**config.mk**
```make
export PLATFORM = sky130hd
export DESIGN_NAME = router_fifo_pkt
export DESIGN_NICKNAME = d
export VERILOG_FILES = /design/src/rtl/router_fifo_pkt.sv
export SDC_FILE = /design/constraint.sdc
export NUM_CORES = 1
export LEC_CHECK = 0
export CAP_MARGIN = 10
export CORE_ASPECT_RATIO = 0.75
export CORE_MARGIN = 2
export CORE_UTILIZATION = 39
export DETAILED_ROUTE_END_ITERATION = 6
export PLACE_DENSITY = 0.64
export SYNTH_ARGS = -nofsm -noshare
export SYNTH_HDL_FRONTEND = slang
export SYNTH_SLANG_ARGS = --single-unit
export TNS_END_PERCENT = 1
```
**constraint.sdc**
```tcl
create_clock -name clk -period 10.75 [get_ports clk]
set_clock_uncertainty 0.1 [all_clocks]
set_input_delay 2.15 -clock clk [delete_from_list [all_inputs] [get_ports clk]]
set_output_delay 2.15 -clock clk [all_outputs]
set_load 0.02 [all_outputs]
```
**src/rtl/router_fifo_pkt.sv**
```systemverilog
// router_fifo_pkt: packet-aware byte FIFO with occupancy, error flags and read-side packet tracking
module router_fifo_pkt #(
  parameter int DATA_W = 8,
  parameter int DEPTH  = 16,
  parameter int AF_LVL = 14
) (
  input  logic                      clk,
  input  logic                      reset,
  input  logic                      soft_reset,
  input  logic                      write_enb,
  input  logic                      lfd_state,
  input  logic [DATA_W-1:0]         data_in,
  input  logic                      read_enb,
  output logic [DATA_W-1:0]         data_out,
  output logic                      data_valid,
  output logic                      pkt_last,
  output logic                      pkt_busy,
  output logic                      empty,
  output logic                      full,
  output logic                      almost_full,
  output logic [$clog2(DEPTH):0]    count,
  output logic                      ovf_err,
  output logic                      udf_err
);
  localparam int AW = $clog2(DEPTH);
  localparam int LEN_W = DATA_W - 2;
  localparam logic [AW:0] DEPTH_C = (AW+1)'(DEPTH);
  localparam logic [AW:0] AF_C = (AW+1)'(AF_LVL);
  localparam logic [LEN_W:0] LEN_ONE = (LEN_W+1)'(1);
  logic [DATA_W:0] mem_q [DEPTH];
  logic [AW:0] wr_ptr_q, wr_ptr_d, rd_ptr_q, rd_ptr_d;
  logic [LEN_W:0] rem_q, rem_d;
  logic [DATA_W-1:0] data_q, data_d;
  logic valid_q, valid_d, last_q, last_d, ovf_q, ovf_d, udf_q, udf_d;
  logic clr, wr_ok, rd_ok;
  logic [DATA_W:0] rd_entry;
  // Occupancy is the pointer distance; the extra pointer bit separates full from empty
  assign count = wr_ptr_q - rd_ptr_q;
  assign empty = count == '0;
  assign full = count == DEPTH_C;
  assign almost_full = count >= AF_C;
  assign pkt_busy = rem_q != '0;
  assign data_out = data_q;
  assign data_valid = valid_q;
  assign pkt_last = last_q;
  assign ovf_err = ovf_q;
  assign udf_err = udf_q;
  // Next state: accepts, pointer advance, packet remaining-byte tracking and sticky errors
  always_comb begin
    clr = reset | soft_reset;
    wr_ok = write_enb & ~full;
    rd_ok = read_enb & ~empty;
    rd_entry = mem_q[rd_ptr_q[AW-1:0]];
    wr_ptr_d = clr ? '0 : wr_ptr_q + {{AW{1'b0}}, wr_ok};
    rd_ptr_d = clr ? '0 : rd_ptr_q + {{AW{1'b0}}, rd_ok};
    rem_d = clr ? '0 :
            !rd_ok ? rem_q :
            rd_entry[DATA_W] ? {1'b0, rd_entry[DATA_W-1:2]} + LEN_ONE :
            rem_q != '0 ? rem_q - LEN_ONE : rem_q;
    data_d = clr ? '0 : rd_ok ? rd_entry[DATA_W-1:0] : data_q;
    valid_d = ~clr & rd_ok;
    last_d = ~clr & rd_ok & ~rd_entry[DATA_W] & (rem_q == LEN_ONE);
    ovf_d = ~clr & (ovf_q | (write_enb & full));
    udf_d = ~clr & (udf_q | (read_enb & empty));
  end
  // State register; both resets are folded into the next-state logic
  always_ff @(posedge clk) begin
    wr_ptr_q <= wr_ptr_d;
    rd_ptr_q <= rd_ptr_d;
    rem_q <= rem_d;
    data_q <= data_d;
    valid_q <= valid_d;
    last_q <= last_d;
    ovf_q <= ovf_d;
    udf_q <= udf_d;
  end
  // Storage array is not reset; a write in a clearing cycle is discarded
  always_ff @(posedge clk) begin
    if (wr_ok && !clr) mem_q[wr_ptr_q[AW-1:0]] <= {lfd_state, data_in};
  end
endmodule

```
==> out/qor.yml <==
peakVddDrop_mv: 0.1226
synth_edf_count: 144
diodes: 0
final_common_cell: "edfxtp_1"
postSynth.asyncResetShare_pct: 0
start_util_pct: 40.12
critPathKind: "flip-flop to primary output"
synth_area_per_cell_um2: 16.54
hold_viol: 0
yosysSeqAreaShare_pct: 68.82
design_area_um2: 8325
worstMarginPinSlew_ps: 1268
dieArea_um2: 19380
grt_pass1_vias: 3829
io_buffers: 34
firstDrtPassIters: 5
relSlewSlack_pct: 15.14
hp-class: "flip-flop to flip-flop"
wl_um: 14990
clkTransAtPathRegs_ps: 60
synth_nets: 458
finalWeightedCongestion: 0.7832
ant_nets: 0
rsz0062_at_grt: "no"
synth.distinct_cells: 47
netlist_area_um2: 7127
max_clock_freq_mhz: 156.9
num_vias: 3887
cts_buffers: 17
yosysWarnings: 0
post_cts_buffers: 0
synth-main-ff-cell: "edfxtp_1"
grt.total_usage_pct: 16.16
crit_path_end_kind: "primary output"
ctsHoldBuffers: 0
dp_hpwl_um: 9822
r2r_slack_ps: 6010
htreeDepth: 4
synth-seq-cells: 173
grt_antenna_before_repair: 0
layout_common_cells: "edfxtp_1 (144), nand2_1 (35), clkdlybuf4s50_1 (34)"
cap_violations: 0
clk_path_buf_depth: 2
area_growth_pct: 16.82
min_period_over_period_pct: 59.30
tritoncts: "built"
grt.overflow.total: 0
tns_ps: 0
p_leak_nw: 2.634
placed_cell_area_um2: 7701
hold_ws_ps: 355.3
finalSetupViolations: 0
drive_above_1_share_pct: 14.88
viasPerCell: 5.354
die_w_um: 160.1
status: "finished, final reports clean"
netlist_instances: 431
setup_ws_ps: 4375
slew_violations: 0
grt_pass1_wl_um: 22840
drt_iter0_drc: 514
cts_resized: 0
wl_per_cell_um: 20.65
clkSinkCount: 173
die_h_um: 121.1
core_um2: 17760
min_period_ps: 6375
startpoint_type: "flip-flop"
crit_arrival_ps: 4120
drc: 0
cts_root_buffer: "clkbuf_16"
num_rows: 42
required_ps: 8500
clk_latency_ps: 410
io_pins: 35
design.final.nets: 498
worstPathMaxFanout: 38
final_cells: 726
grt_max_degree: 40
pre_cts_ws_ps: 4739
power_density_nw_per_um2: 178.6
post-place-cells: 694
-- through the flow --
| stage | power [mW] | util, % |
|---|---|---|
| floorplan | 0.8208 | - |
| global placement | 0.8575 | 43.36 |
| detailed placement | 0.8605 | 43.36 |
| CTS | 1.499 | 46.87 |
| global route | 1.536 | 46.87 |
| finish | 1.487 | 46.87 |
-- layer usage --
metal,track usage (%),wire length (um),share of wire [%]
met1,24.44,7422,50
met2,23.97,6879,46
met3,2.905,629,4.2
met4,4.899,62,0.41
met5,0,0,0
-- area by class of cell --
class	instances	area (um2)
Fill cell	1521	9437
Tap cell	242	302.8
Sequential cell	173	4906
Timing Repair Buffer	40	385.4
Clock inverter	13	191.4
Inverter	15	56.30
Multi-Input combinational cell	224	2051
Clock buffer	19	432.9
-- registers in the layout (all words and copies together) (netlist names) --
register	cells
wr_ptr_q	5
mem_q	144
data_out	8
rem_q	7
udf_err	1
pkt_last	1
rd_ptr_q	5
ovf_err	1
data_valid	1
-- cell usage after synthesis, drive strengths merged, types with 3 or more instances --
master	n	share of area (%)
mux4	41	13
nand3	20	1.4
buf	12	1.2
a31oi	3	0.26
inv	15	0.79
dfxtp	29	8.1
nand2	35	1.8
and2	7	0.61
nor2b	4	0.35
xor2	6	0.74
nand4	3	0.26
nor2	31	1.6
o21ai	3	0.21
nor3	7	0.56
ha	12	2.1
a22oi	4	0.42
clkbuf	7	0.37
a21oi	14	0.98
edfxtp	144	61
xnor2	8	0.98
-- cell families (layout without fill, tap and decap cells) --
| kind of cell | after synthesis | count (layout) | synth area share, % |
|---|---|---|---|
| mux | 41 | 41 | 13.48 |
| xor+xnor | 14 | 14 | 1.721 |
| simple gates | 117 | 117 | 7.637 |
| flops | 173 | 173 | 68.82 |
| fa+ha+maj | 13 | 13 | 2.388 |
| buf+inv | 34 | 87 | 2.405 |
| compound gates | 39 | 39 | 3.546 |
-- power by group --
part           total [mW]  switching, mW  internal [mW]
Combinational       0.113         0.0664         0.0467
Clock               0.640          0.250          0.391
Sequential          0.733        0.00265          0.730
-- path summary, 6_finish.rpt --
kind | end | cells after the start | from
hold reg to reg | data_out[2] | 2 | data_out[2]
setup / recovery | full | 9 | rd_ptr_q[0]
setup reg to reg | rd_ptr_q[4] | 15 | rd_ptr_q[0]
hold / removal | data_out[2] | 2 | data_out[2]
-- critical path: stages (launching register included) --
cell and delay (ps):
dfxtp_2 310, buf_4 560, ha_1 290, inv_1 60
fa_1 400, xor2_1 200, nor3_1 210, or4b_1 490
a21boi_0 450, clkdlybuf4s50_1 700
(Power assumes the default switching activity.)
